$ cat config.mk
export PLATFORM = sky130hd
export DESIGN_NAME = level_writer_flat
export DESIGN_NICKNAME = d
export VERILOG_FILES = /design/src/rtl/level_writer_if.sv /design/src/rtl/level_writer.sv /design/src/flat_wrapper.sv
export SDC_FILE = /design/constraint.sdc
export NUM_CORES = 1
export LEC_CHECK = 0
export ABC_AREA = 1
export CAP_MARGIN = 15
export CORE_MARGIN = 2
export CORE_UTILIZATION = 56
export CTS_CLUSTER_DIAMETER = 40
export DETAILED_ROUTE_END_ITERATION = 6
export GPL_TIMING_DRIVEN = 0
export PLACE_DENSITY_LB_ADDON = 0.12
export SLEW_MARGIN = 20
export SYNTH_ARGS = -nofsm -noshare
export SYNTH_HDL_FRONTEND = slang
export SYNTH_SLANG_ARGS = --single-unit
$ cat constraint.sdc
create_clock -name clk -period 2.4 [get_ports clk]
set_input_delay 0.36 -clock clk [delete_from_list [all_inputs] [get_ports clk]]
set_output_delay 0.36 -clock clk [all_outputs]
set_load 0.1 [all_outputs]
$ cat src/rtl/level_writer_if.sv
`default_nettype none
// ============================================================================
//  Module      : level_writer_if
//  Description : Bundles the byte-stream input handshake and the tile-RAM
//                write port of the level writer.
//                  in_valid/in_ready/in_data/in_last : encoded run stream
//                  wr_en/wr_addr/wr_col/wr_row/wr_data : tile write port
//                modport master : the level writer (accepts runs, drives writes)
//                modport slave  : the environment (level source + tile RAM)
//  Revision    : 1.0  initial release
// ============================================================================
interface level_writer_if #(
    parameter int AW = 9
);
    logic          in_valid;
    logic          in_ready;
    logic [7:0]    in_data;
    logic          in_last;
    logic          wr_en;
    logic [AW-1:0] wr_addr;
    logic [4:0]    wr_col;
    logic [3:0]    wr_row;
    logic          wr_data;

    modport master (
        input  in_valid, in_data, in_last,
        output in_ready, wr_en, wr_addr, wr_col, wr_row, wr_data
    );

    modport slave (
        output in_valid, in_data, in_last,
        input  in_ready, wr_en, wr_addr, wr_col, wr_row, wr_data
    );
endinterface
`default_nettype wire

$ cat src/rtl/level_writer.sv
`default_nettype none
// ============================================================================
//  Module      : level_writer
//  Description : Run-length decoder that fills the level tile map in raster
//                order (column fastest), one tile write per cycle.
//                Each input byte is a run: [7] block type, [6:0] length-1.
//  Ports       : clk     - system clock
//                reset   - asynchronous active-low reset
//                start   - pulse that begins a load (ignored while busy)
//                lw      - level_writer_if.master (run stream + tile writes)
//                busy    - load in progress
//                done    - load finished, held until next start
//                overrun - stream tried to write past the last tile
//                short   - stream ended before the map was full
//  Options     : LEVEL_WRITER_FILL_EN - pad an early-ending stream with air
//  Revision    : 1.0  initial release
// ============================================================================
module level_writer #(
    parameter int COLS = 20,
    parameter int ROWS = 15,
    parameter int AW   = 9
) (
    input  logic                clk,
    input  logic                reset,
    input  logic                start,
    level_writer_if.master      lw,
    output logic                busy,
    output logic                done,
    output logic                overrun,
    output logic                short
);

    localparam logic [AW-1:0] c_LastAddr = AW'(COLS * ROWS - 1);
    localparam logic [AW-1:0] c_AddrOne  = AW'(1);
    localparam logic [4:0]    c_LastCol  = 5'(COLS - 1);

    typedef enum logic [2:0] {
        S_IDLE  = 3'd0,
        S_FETCH = 3'd1,
        S_WRITE = 3'd2,
        S_FILL  = 3'd3,
        S_DONE  = 3'd4
    } state_t;

    state_t        r_state;
    state_t        w_nextState;

    // r_addr/r_col/r_row always point at the tile the next write goes to.
    logic [AW-1:0] r_addr;
    logic [4:0]    r_col;
    logic [3:0]    r_row;
    logic [7:0]    r_count;     // tiles left in the current run (1..128)
    logic          r_type;
    logic          r_last;
    logic          r_overrun;
    logic          r_short;

    logic          w_clear;
    logic          w_load;
    logic          w_consume;
    logic          w_advance;
    logic          w_setOverrun;
    logic          w_setShort;
    logic          w_lastTile;
    logic          w_runEnd;

    assign w_lastTile = (r_addr == c_LastAddr);
    assign w_runEnd   = (r_count == 8'd1);

    always_comb begin
        w_nextState  = r_state;
        w_clear      = 1'b0;
        w_load       = 1'b0;
        w_consume    = 1'b0;
        w_advance    = 1'b0;
        w_setOverrun = 1'b0;
        w_setShort   = 1'b0;
        case (r_state)
            S_IDLE, S_DONE: begin
                if (start) begin
                    w_nextState = S_FETCH;
                    w_clear     = 1'b1;
                end
            end
            S_FETCH: begin
                if (lw.in_valid) begin
                    w_load      = 1'b1;
                    w_nextState = S_WRITE;
                end
            end
            S_WRITE: begin
                w_consume = 1'b1;
                if (w_lastTile) begin
                    // Map is full: anything still pending in this run, or a
                    // promise of more runs, is discarded and flagged.
                    w_nextState  = S_DONE;
                    w_setOverrun = !w_runEnd || !r_last;
                end else begin
                    w_advance = 1'b1;
                    if (w_runEnd) begin
                        if (!r_last) begin
                            w_nextState = S_FETCH;
                        end else begin
                            w_setShort  = 1'b1;
`ifdef LEVEL_WRITER_FILL_EN
                            w_nextState = S_FILL;
`else
                            w_nextState = S_DONE;
`endif
                        end
                    end
                end
            end
`ifdef LEVEL_WRITER_FILL_EN
            S_FILL: begin
                if (w_lastTile) begin
                    w_nextState = S_DONE;
                end else begin
                    w_advance = 1'b1;
                end
            end
`endif
            default: begin
                w_nextState = S_IDLE;
            end
        endcase
    end

    always_ff @(posedge clk or negedge reset) begin
        if (!reset) begin
            r_state   <= S_IDLE;
            r_addr    <= '0;
            r_col     <= '0;
            r_row     <= '0;
            r_count   <= '0;
            r_type    <= 1'b0;
            r_last    <= 1'b0;
            r_overrun <= 1'b0;
            r_short   <= 1'b0;
        end else begin
            r_state <= w_nextState;
            if (w_clear) begin
                r_addr    <= '0;
                r_col     <= '0;
                r_row     <= '0;
                r_overrun <= 1'b0;
                r_short   <= 1'b0;
            end
            if (w_load) begin
                r_type  <= lw.in_data[7];
                r_count <= {1'b0, lw.in_data[6:0]} + 8'd1;
                r_last  <= lw.in_last;
            end
            if (w_consume) begin
                r_count <= r_count - 8'd1;
            end
            // Linear address and col/row tracked side by side, so no
            // row*COLS multiply is needed.
            if (w_advance) begin
                r_addr <= r_addr + c_AddrOne;
                if (r_col == c_LastCol) begin
                    r_col <= '0;
                    r_row <= r_row + 4'd1;
                end else begin
                    r_col <= r_col + 5'd1;
                end
            end
            if (w_setOverrun) begin
                r_overrun <= 1'b1;
            end
            if (w_setShort) begin
                r_short <= 1'b1;
            end
        end
    end

    // Outputs decode straight from registers, so they change only on clk.
    assign lw.in_ready = (r_state == S_FETCH);
    assign lw.wr_en    = (r_state == S_WRITE) || (r_state == S_FILL);
    assign lw.wr_data  = (r_state == S_WRITE) ? r_type : 1'b0;
    assign lw.wr_addr  = r_addr;
    assign lw.wr_col   = r_col;
    assign lw.wr_row   = r_row;
    assign busy        = (r_state == S_FETCH) || (r_state == S_WRITE) ||
                         (r_state == S_FILL);
    assign done        = (r_state == S_DONE);
    assign overrun     = r_overrun;
    assign short       = r_short;

endmodule
`default_nettype wire
$ cat src/flat_wrapper.sv
// flat-port wrapper written by rule: the top's interface ports become plain ports
module level_writer_flat 
#(
    parameter int COLS = 20,
    parameter int ROWS = 15,
    parameter int AW   = 9
)
  (clk, reset, start, busy, done, overrun, short, lw_in_valid, lw_in_data, lw_in_last, lw_in_ready, lw_wr_en, lw_wr_addr, lw_wr_col, lw_wr_row, lw_wr_data);
  level_writer_if #(.AW(AW)) lw_i ();
  input  logic clk;
  input  logic reset;
  input  logic start;
  output logic busy;
  output logic done;
  output logic overrun;
  output logic short;
  input wire logic [$bits(lw_i.in_valid)-1:0] lw_in_valid;
  input wire logic [$bits(lw_i.in_data)-1:0] lw_in_data;
  input wire logic [$bits(lw_i.in_last)-1:0] lw_in_last;
  output wire logic [$bits(lw_i.in_ready)-1:0] lw_in_ready;
  output wire logic [$bits(lw_i.wr_en)-1:0] lw_wr_en;
  output wire logic [$bits(lw_i.wr_addr)-1:0] lw_wr_addr;
  output wire logic [$bits(lw_i.wr_col)-1:0] lw_wr_col;
  output wire logic [$bits(lw_i.wr_row)-1:0] lw_wr_row;
  output wire logic [$bits(lw_i.wr_data)-1:0] lw_wr_data;
  assign lw_i.in_valid = lw_in_valid;
  assign lw_i.in_data = lw_in_data;
  assign lw_i.in_last = lw_in_last;
  assign lw_in_ready = lw_i.in_ready;
  assign lw_wr_en = lw_i.wr_en;
  assign lw_wr_addr = lw_i.wr_addr;
  assign lw_wr_col = lw_i.wr_col;
  assign lw_wr_row = lw_i.wr_row;
  assign lw_wr_data = lw_i.wr_data;
  level_writer #(.COLS(COLS), .ROWS(ROWS), .AW(AW)) u_core (.clk(clk), .reset(reset), .start(start), .lw(lw_i), .busy(busy), .done(done), .overrun(overrun), .short(short));
endmodule
==> impl_metrics.env <==
export IMPL_io_pins=38
export IMPL_hpwl_um=3370
export IMPL_finalWirelength_um=4510
export IMPL_finalSetupViolCount=0
export IMPL_synthToLayoutAreaGrowth_pct=27.0
export IMPL_die_w_um=64.7
export IMPL_netlist_area_leader_share=0.400
export IMPL_synth_flop_cell="dfrtp_1"
export IMPL_netlist_instances=263
export IMPL_path_delay_family="buffers and inverters"
export IMPL_synthArstFlopShare=1.00
export IMPL_ant_nets=0
export IMPL_core_region_area_um2=3610
export IMPL_numCtsBuffers=5
export IMPL_required_ns=2.04
export IMPL_outcome="complete, no violations"
export IMPL_syn_area_per_cell_um2=7.84
export IMPL_timing_rr_start="u_core.lw.wr_addr[0]$_DFFE_PN0P_"
export IMPL_skew_ns=0.00352
export IMPL_placedCellCount=349
export IMPL_syn_num_nets=282
export IMPL_cts_tree="done"
export IMPL_criticalPathCategory="reg2out"
export IMPL_clock_path_buffers=2
export IMPL_grt_first_pass_wirelength_um=7940
export IMPL_path_buf_inv=1
export IMPL_r2r_slack_ns=0.74
export IMPL_clock_sinks=33
export IMPL_dp_slack_ns=0.0534
export IMPL_grt_pass1_vias=1834
export IMPL_hold_path_class="reg2reg"
export IMPL_hold_end="u_core.overrun$_DFFE_PN0P_"
export IMPL_worst_ep_arrival_time_ns=1.96
export IMPL_nets=328
export IMPL_layout_drive_gt1_share=0.119
export IMPL_layout_cells_non_filler=358
export IMPL_cpPeakStageDelay_ns=1.19
export IMPL_viasPerCell=5.35
export IMPL_n_antenna_cell=0
export IMPL_start_util=0.572
export IMPL_synth_warnings=0
export IMPL_postLayoutCellArea_um2=2620
export IMPL_synth_area_um2=2060
export IMPL_antenna_found_initial=0
export IMPL_min_delay_start="u_core.overrun$_DFFE_PN0P_"
export IMPL_initialDrtViolationCount=146
export IMPL_die_h_um=64.7
export IMPL_period_share=0.968
export IMPL_timing_max_cap_violations=0
export IMPL_yosysUniqueCellTypes=34
export IMPL_yosysTopAreaCell="dfrtp_1"
export IMPL_synth_edff_count=0
export IMPL_drt_first_pass_iters=4
export IMPL_clock_insertion_delay_worst_skew_ns=0.28
export IMPL_htreeDepth=2
export IMPL_drc=0
export IMPL_hold_violations=0
export IMPL_root_buffer="clkbuf_8"
export IMPL_fp_row_count=22
export IMPL_synth_seq_area_share=0.400
export IMPL_layout_min_cycle_time_ns=2.32
export IMPL_fmaxAchievable_mhz=431
export IMPL_p_per_area_nw_per_um2=747
export IMPL_final_max_slew_viol_count=0
export IMPL_tightest_slew_ns=0.973
export IMPL_crit_path_end_kind="primary output"
export IMPL_path_clk_slew_ns=0.06
export IMPL_peakVddDrop_mv=0.551
export IMPL_globalplace_congestion=0.785
export IMPL_rsz0062_at_grt="no"
export IMPL_slew_headroom=0.349
export IMPL_setup_ws_ns=0.0774
export IMPL_setup_tns_ns=0
export IMPL_grtUsageTotal=0.246
export IMPL_io_buffer_count=37
export IMPL_crit_path_cell_trace="clkdlybuf4s50_1"
export IMPL_dieArea_um2=4190
export IMPL_rr_worst_depth=8
export IMPL_nFillCells=298
export IMPL_grt_ovfl_total=0
export IMPL_place_area_um2=2520
export IMPL_leakagePower_nw=1.21
export IMPL_holdWs_ns=0.496
export IMPL_cp_start_kind="flip-flop"
export IMPL_critPathMaxFanout=8
export IMPL_yosys_top_cells_area="dfrtp_1 40%, nand2_1 11%, nand3_1 9.0%"
export IMPL_vias=1916
export IMPL_wire_per_inst_um=12.6
export IMPL_cpMaxStageDelayCell="clkdlybuf4s50_1"
export IMPL_hold_depth=2
export IMPL_grt_max_degree=22
export IMPL_yosys_register_bits=33
export IMPL_timing_rr_end="u_core.r_state[2]$_DFFE_PN0P_"
==> sequential cells by signal, summed over array words and instances, names as in the netlist <==
| register | flops |
|---|---|
| u_core.lw.wr_row | 4 |
| u_core.r_type | 1 |
| u_core.lw.wr_col | 5 |
| u_core.lw.wr_addr | 9 |
| u_core.r_count | 8 |
| u_core.overrun | 1 |
| u_core.r_last | 1 |
| u_core.short | 1 |
| u_core.r_state | 3 |
==> layout by cell type (no fill, tap or decap), types with 2 or more instances in the layout <==
| master | netlist | layout |
|---|---|---|
| or2_2 | 2 | 2 |
| dfrtp_1 | 33 | 33 |
| ha_1 | 6 | 6 |
| nand3_1 | 37 | 37 |
| nand2_2 | 2 | 2 |
| a21oi_1 | 8 | 8 |
| inv_1 | 28 | 28 |
| o22ai_1 | 3 | 3 |
| nand2_4 | 4 | 4 |
| nand2_1 | 58 | 58 |
| o21ai_1 | 4 | 4 |
| dlygate4sd2_1 | 0 | 3 |
| clkdlybuf4s50_1 | 0 | 31 |
| nand3b_1 | 4 | 4 |
| buf_2 | 1 | 2 |
| xor2_1 | 6 | 6 |
| nor2_1 | 29 | 28 |
| o22ai_2 | 4 | 4 |
| clkbuf_8 | 0 | 7 |
| o21ai_0 | 12 | 12 |
| xnor2_1 | 2 | 2 |
| nor2_2 | 1 | 2 |
| nand4_1 | 5 | 5 |
==> what timing repair did <==
action                     CTS  global route
hold endpoints to repair    12             0
gates resized for setup      5             3
setup endpoints to repair    5             2
pin swaps                    0             0
hold buffers                 1             0
setup buffers                0             0
==> layer usage <==
| metal | GRT usage | share of wire | up-vias |
|---|---|---|---|
| li1 | - | - | 961 |
| met1 | 0.275 | 0.42 | 903 |
| met2 | 0.450 | 0.52 | 46 |
| met3 | 0.0590 | 0.041 | 6 |
| met4 | 0.0904 | 0.015 | 0 |
| met5 | 0 | 0 | - |
==> power breakdown <==
group          switching [mW]  leakage, nW  internal (mW)
combinational           0.587        0.730          0.229
sequential             0.0622        0.427          0.618
clock                   0.203       0.0542          0.259
==> cell type report <==
| type | count | area, um2 | area share |
|---|---|---|---|
| sequential | 33 | 826 | 0.315 |
| tap | 48 | 60.1 | 0.0229 |
| inverter | 31 | 124 | 0.0473 |
| timing repair buffer | 39 | 394 | 0.150 |
| clock inverter | 1 | 5.00 | 0.00191 |
| clock buffer | 7 | 96.3 | 0.0368 |
| buffer | 4 | 38.8 | 0.0148 |
| multi-input combinational | 195 | 1080 | 0.411 |
==> cell families after synthesis <==
family / synth area share
compound gates: 0.110
xor+xnor: 0.0340
fa+ha+maj: 0.0364
buf+inv: 0.0788
flops: 0.400
simple gates: 0.341
==> synthesized netlist by cell type, drive strengths merged (5+ instances only) <==
cell / instances
nand3: 37
nand4: 5
xor2: 6
nor2: 31
o21ai: 17
dfrtp: 33
inv: 31
o22ai: 7
a21oi: 8
ha: 6
nand2: 65
==> worst register-to-register path: stages (launching register included) <==
cell	delay [ns]
dfrtp_1	0.41
ha_1	0.23
nand2_1	0.09
nor2_1	0.21
nand2_2	0.16
nand3_1	0.22
nand3_1	0.10
nand2_1	0.08
nand2_1	0.05
==> how the worst max path moves through the flow <==
stage / start / end / slack [ns] / depth (start not counted)
floorplan: u_core.r_state[2]$_DFFE_PN0P_ / lw_wr_data / 0.001 / 3
global placement: u_core.r_state[2]$_DFFE_PN0P_ / lw_wr_data / 0.07 / 4
detailed placement: u_core.r_state[2]$_DFFE_PN0P_ / lw_wr_data / 0.05 / 4
CTS: u_core.r_state[2]$_DFFE_PN0P_ / lw_wr_data / 0.003 / 4
global route: u_core.r_state[1]$_DFFE_PN0P_ / done / 0.001 / 4
finish: u_core.lw.wr_addr[5]$_DFFE_PN0P_ / lw_wr_addr[5] / 0.08 / 1
==> metrics by stage <==
| step | total power, mW | util |
|---|---|---|
| 6_report | 1.96 | 0.727 |
| 5_1_grt | 2.07 | 0.727 |
| 4_1_cts | 1.97 | 0.728 |
| 3_5_place_dp | 1.51 | 0.698 |
| 3_3_place_gp | 1.49 | 0.692 |
| 2_1_floorplan | 1.31 | - |
Power figures use the tool's default switching activity.
==> RTL change 1: new RTL, config.mk and constraints unchanged <==
`COLS` is set to 20 in 2 places; all go to 16.
--- a/src/rtl/level_writer.sv
+++ b/src/rtl/level_writer.sv
@@ -16,7 +16,7 @@
 //  Revision    : 1.0  initial release
 // ============================================================================
 module level_writer #(
-    parameter int COLS = 20,
+    parameter int COLS = 16,
     parameter int ROWS = 15,
     parameter int AW   = 9
 ) (
--- a/src/flat_wrapper.sv
+++ b/src/flat_wrapper.sv
@@ -1,7 +1,7 @@
 // flat-port wrapper written by rule: the top's interface ports become plain ports
 module level_writer_flat 
 #(
-    parameter int COLS = 20,
+    parameter int COLS = 16,
     parameter int ROWS = 15,
     parameter int AW   = 9
 )
Function: no difference found for any inputs over 10 cycles, from zero or initial values and one cycle with reset low; that may be too few to reach the edited logic, so the function may still have changed.
==> RTL change 1 against the unedited design <==
Wire length down 3.4%; die area rose by 3.1%; sequential cell count unchanged; final cell count shrank 3.1%; non-clock buffer count up 1; design area up 1.6%; setup slack gained 0.028 ns; core utilization is essentially flat; area after synthesis is 3.3% higher; count of clock-buffer cells in the layout is 1 higher.
Power is not compared: it rests on default switching activity, and its combinational part moved more than twofold at a synthesized area within 25%.
==> RTL change 1: results (changes against the unedited design) <==
{
  "run_status": "finished clean",
  "multiInputCombCellCount": {"value": 184, "change": "-5.6%"},
  "seq_share": {"value": 0.310, "change": "-0.00489"},
  "n_all_buffers": {"value": 44, "change": "+2.3%"},
  "gpl.final_weighted_congestion": {"value": 0.817, "change": "+4.1%"},
  "avgViaCountPerCell": {"value": 5.42, "change": "+1.2%"},
  "clock_buffers": {"value": 8, "change": "+1"},
  "synth-compound-area-share": {"value": 0.120, "change": "+0.0106"},
  "fin_skew": {"value": 0.00516, "unit": "ns", "change": "+0.00164 ns"},
  "grt_usage": {"value": 0.231, "change": "-0.0147"},
  "nonClkBufAreaFrac": {"value": 0.170, "change": "+0.00449"},
  "grt_pass1_vias": {"value": 1720, "change": "-6.2%"},
  "arrival": {"value": 1.93, "unit": "ns", "change": "-0.03 ns"},
  "placed_cells": {"value": 338, "change": "-3.2%"},
  "layout-drive-gt1-share": {"value": 0.164, "change": "+0.0445"},
  "placement.setup.worst_slack": {"value": 0.0368, "unit": "ns", "change": "-0.0166 ns"},
  "synthTopCellsByCount": "48 x sky130_fd_sc_hd__nand2_1, 39 x sky130_fd_sc_hd__nand3_1, 33 x sky130_fd_sc_hd__dfrtp_1, 27 x sky130_fd_sc_hd__inv_1, 17 x sky130_fd_sc_hd__nor2_1",
  "first_iter_violations": {"value": 108, "change": "-26%"},
  "synthesized_nets": {"value": 271, "change": "-3.9%"},
  "synth.area.top_cells": "sky130_fd_sc_hd__dfrtp_1 39%, sky130_fd_sc_hd__nand3_1 9.2%, sky130_fd_sc_hd__nand2_1 8.5%",
  "share_of_the_yosys_chip_area_belonging_to_registers": {"value": 0.388, "change": "-0.0127"},
  "non_clock_inverter_count": {"value": 30, "change": "-3.2%"},
  "stdcell_count": {"value": 347, "change": "-3.1%"},
  "wl_per_cell": {"value": 12.6, "unit": "µm", "change": "-0.31%"},
  "timing_worst_slew_pin_value": {"value": 0.971, "unit": "ns", "change": "-0.00125 ns"},
  "final_area": {"value": 2660, "unit": "µm²", "change": "+1.6%"},
  "synthesis.instances": {"value": 252, "change": "-4.2%"},
  "cts_repair_resize_count": {"value": 5, "change": "unchanged"},
  "final_nets": {"value": 317, "change": "-3.4%"},
  "clock_area_frac": {"value": 0.0301, "change": "-0.00859"},
  "multi_input_area_share": {"value": 0.421, "change": "+0.00960"},
  "dp.final_hpwl": {"value": 3.29, "unit": "mm", "change": "-2.3%"},
  "finalCritPeriodShare": {"value": 0.956, "change": "-0.0119"},
  "worst-path-max-fanout": {"value": 5, "change": "-3"},
  "ys_types": {"value": 36, "change": "+5.9%"},
  "ff2ff_setup_slack": {"value": 0.79, "unit": "ns", "change": "+0.05 ns"},
  "fin_hold_ws": {"value": 0.501, "unit": "ns", "change": "+0.00496 ns"},
  "place_area": {"value": 2590, "unit": "µm²", "change": "+2.7%"}
}
==> RTL change 1: cell count changes after synthesis, sizes merged, moves of 4 or more <==
cell,unedited run,this run
nand3,37,45
nand2,65,55
nand3b,4,0
nor2,31,21
==> RTL change 1: critical path, cell delays in order, from the launching register on <==
cell	delay, ns
sky130_fd_sc_hd__dfrtp_1	0.47
sky130_fd_sc_hd__nor3_4	0.29
sky130_fd_sc_hd__dlygate4sd2_1	0.89
==> RTL change 1: metal layers <==
metal	vias up	wire (µm)	global-route usage
met4	0	63	0.0859
met3	5	167	0.0514
met2	44	2200	0.389
met1	893	1930	0.289
met5	-	0	0
li1	938	-	-
==> RTL change 1: worst paths after layout <==
check,startpoint,endpoint,depth (start not counted)
setup / recovery,u_core.r_state[2],lw_in_ready,2
hold / removal,u_core.short,u_core.short,2
hold reg to reg,u_core.short,u_core.short,2
setup reg to reg,u_core.lw.wr_addr[0],u_core.lw.wr_addr[5],8
min in group asynchronous,reset,u_core.lw.wr_row[1],2
max in group asynchronous,reset,u_core.short,3
==> RTL change 2: new RTL, same settings <==
Made on the original files. Encoding of `state_t`: now one-hot (5 bits for 5 states).
--- a/src/rtl/level_writer.sv
+++ b/src/rtl/level_writer.sv
@@ -34,12 +34,12 @@
     localparam logic [AW-1:0] c_AddrOne  = AW'(1);
     localparam logic [4:0]    c_LastCol  = 5'(COLS - 1);
 
-    typedef enum logic [2:0] {
-        S_IDLE  = 3'd0,
-        S_FETCH = 3'd1,
-        S_WRITE = 3'd2,
-        S_FILL  = 3'd3,
-        S_DONE  = 3'd4
+    typedef enum logic [4:0] {
+        S_IDLE  = 5'b00001,
+        S_FETCH = 5'b00010,
+        S_WRITE = 5'b00100,
+        S_FILL  = 5'b01000,
+        S_DONE  = 5'b10000
     } state_t;
 
     state_t        r_state;
Check against the original RTL: same outputs for any inputs over 10 cycles, from zero or initial values and one cycle with reset low; not proved beyond that.
==> RTL change 2 against the unedited design <==
Sequential cell count rose by 1; power rose by 20%; final cell count rose by 5.0%; area after synthesis rose by 2.4%; sequential share of layout area rose by 0.32 points; wire length fell by 1.2%; sequential power rose by 18%; design area rose by 2.1%; critical path type unchanged; setup slack got worse by 0.0025 ns; clock power rose by 13%.
==> RTL change 2: results (changes against the unedited design) <==
{
  "leakagePower": {"value": 0.00128, "unit": "µW", "change": "+5.7%"},
  "relSlewSlack": {"value": 0.352, "change": "+0.00267"},
  "avgViaCountPerCell": {"value": 5.19, "change": "-3.0%"},
  "layout-drive-gt1-share": {"value": 0.140, "change": "+0.0209"},
  "worst_path_largest_cell_delay": {"value": 0.82, "unit": "ns", "change": "-0.37 ns"},
  "placement.setup.worst_slack": {"value": -0.174, "unit": "ns", "change": "-0.228 ns"},
  "final_nets": {"value": 346, "change": "+5.5%"},
  "synth-compound-area-share": {"value": 0.118, "change": "+0.00806"},
  "cp_slowest_cell": "sky130_fd_sc_hd__clkdlybuf4s15_1",
  "grt_use_met2": {"value": 0.392, "change": "-0.0582"},
  "dp.final_hpwl": {"value": 3.35, "unit": "mm", "change": "-0.64%"},
  "grt_util_met3": {"value": 0.0582, "change": "-0.000809"},
  "fin_skew": {"value": 0.00594, "unit": "ns", "change": "+0.00242 ns"},
  "grt_pass1_vias": {"value": 1818, "change": "-0.87%"},
  "wire_length_of_the_first_global_routing_pass": {"value": 7.96, "unit": "mm", "change": "+0.25%"},
  "place_area": {"value": 2570, "unit": "µm²", "change": "+2.0%"},
  "worst-path-max-fanout": {"value": 4, "change": "-4"},
  "num_vias": {"value": 1951, "change": "+1.8%"},
  "synth.area.top_cells": "sky130_fd_sc_hd__dfrtp_1 39%, sky130_fd_sc_hd__nand2_1 15%, sky130_fd_sc_hd__nand3_1 5.9%",
  "synthAdderAreaFrac": {"value": 0.0355, "change": "-0.000862"},
  "finalWirelength": {"value": 4.46, "unit": "mm", "change": "-1.2%"},
  "drt-met1-wl": {"value": 2.04, "unit": "mm", "change": "+7.3%"},
  "crit_path_start": "u_core.r_state[4]",
  "gpl.final_weighted_congestion": {"value": 0.854, "change": "+8.8%"},
  "share_of_the_yosys_chip_area_belonging_to_registers": {"value": 0.403, "change": "+0.00295"},
  "synthesis.instances": {"value": 281, "change": "+6.8%"},
  "synthTopCellsByCount": "86 x sky130_fd_sc_hd__nand2_1, 33 x sky130_fd_sc_hd__dfrtp_1, 31 x sky130_fd_sc_hd__inv_1, 25 x sky130_fd_sc_hd__nand3_1, 18 x sky130_fd_sc_hd__nor2_1",
  "grt.met1_usage": {"value": 0.311, "change": "+0.0367"},
  "holdCritStartpoint": "u_core.r_state[0]",
  "placed_cells": {"value": 367, "change": "+5.2%"},
  "met3WireLength": {"value": 197, "unit": "µm", "change": "+7.7%"},
  "p_sw_frac": {"value": 0.445, "change": "+0.0104"},
  "maximum_ir_drop_on_the_vdd_rail": {"value": 710, "unit": "µV", "change": "+29%"},
  "synthesized_nets": {"value": 300, "change": "+6.4%"},
  "ys_types": {"value": 33, "change": "-2.9%"},
  "run_status": "finished clean"
}
==> RTL change 2: cell types whose count changed after synthesis, sizes merged, moves of 3 or more <==
cell   unedited run  this run
a21oi             8         5
nand2            65        91
nor2             31        23
nand3            37        28
o21ai            17        24
inv              31        40
==> RTL change 2: layout make-up <==
cell class                 instances  area [µm²]
multi-input combinational        203        1080
clock buffer                       5        68.8
sequential                        34         852
buffer                             4        35.0
tap                               48        60.1
timing repair buffer              39         393
clock inverter                     3        40.0
inverter                          40         150
fill                             306         956
==> RTL change 2: critical path, delay by kind of cell, from the launching register on <==
family | cells | cell delay, ns
buffers and inverters | 2 | 0.92
flip-flops | 1 | 0.41
AND/OR/NAND/NOR | 2 | 0.35
==> RTL change 2: power by group through the flow <==
stage,logic (µW),registers (µW),clock network [µW]
after global placement,1000,812,0
after CTS,1020,806,533
final,1020,805,520
after detailed placement,1030,814,0
after floorplan,669,928,0
after global routing,1140,823,562
==> RTL change 2: final timing paths <==
kind | to | slack [ns] | depth (start not counted)
hold / removal | u_core.r_state[0] | 0.50 | 2
setup / recovery | lw_in_ready | 0.07 | 4
max in group asynchronous | u_core.r_state[0] | 1.38 | 3
min in group asynchronous | u_core.lw.wr_addr[7] | 0.51 | 2
hold reg to reg | u_core.r_state[0] | 0.50 | 2
setup reg to reg | u_core.lw.wr_addr[0] | 0.78 | 9
==> RTL change 2: logic make-up after synthesis <==
group | after synthesis
flops | 34
fa+ha+maj | 6
compound gates | 40
simple gates | 152
xor+xnor | 5
buf+inv | 44
==> RTL change 2: what timing repair did <==
| action | 4_1_cts | 5_1_grt |
|---|---|---|
| hold endpoints to repair | 13 | 0 |
| hold buffers | 1 | 0 |
| setup endpoints to repair | 5 | 3 |
| resized for setup | 11 | 5 |
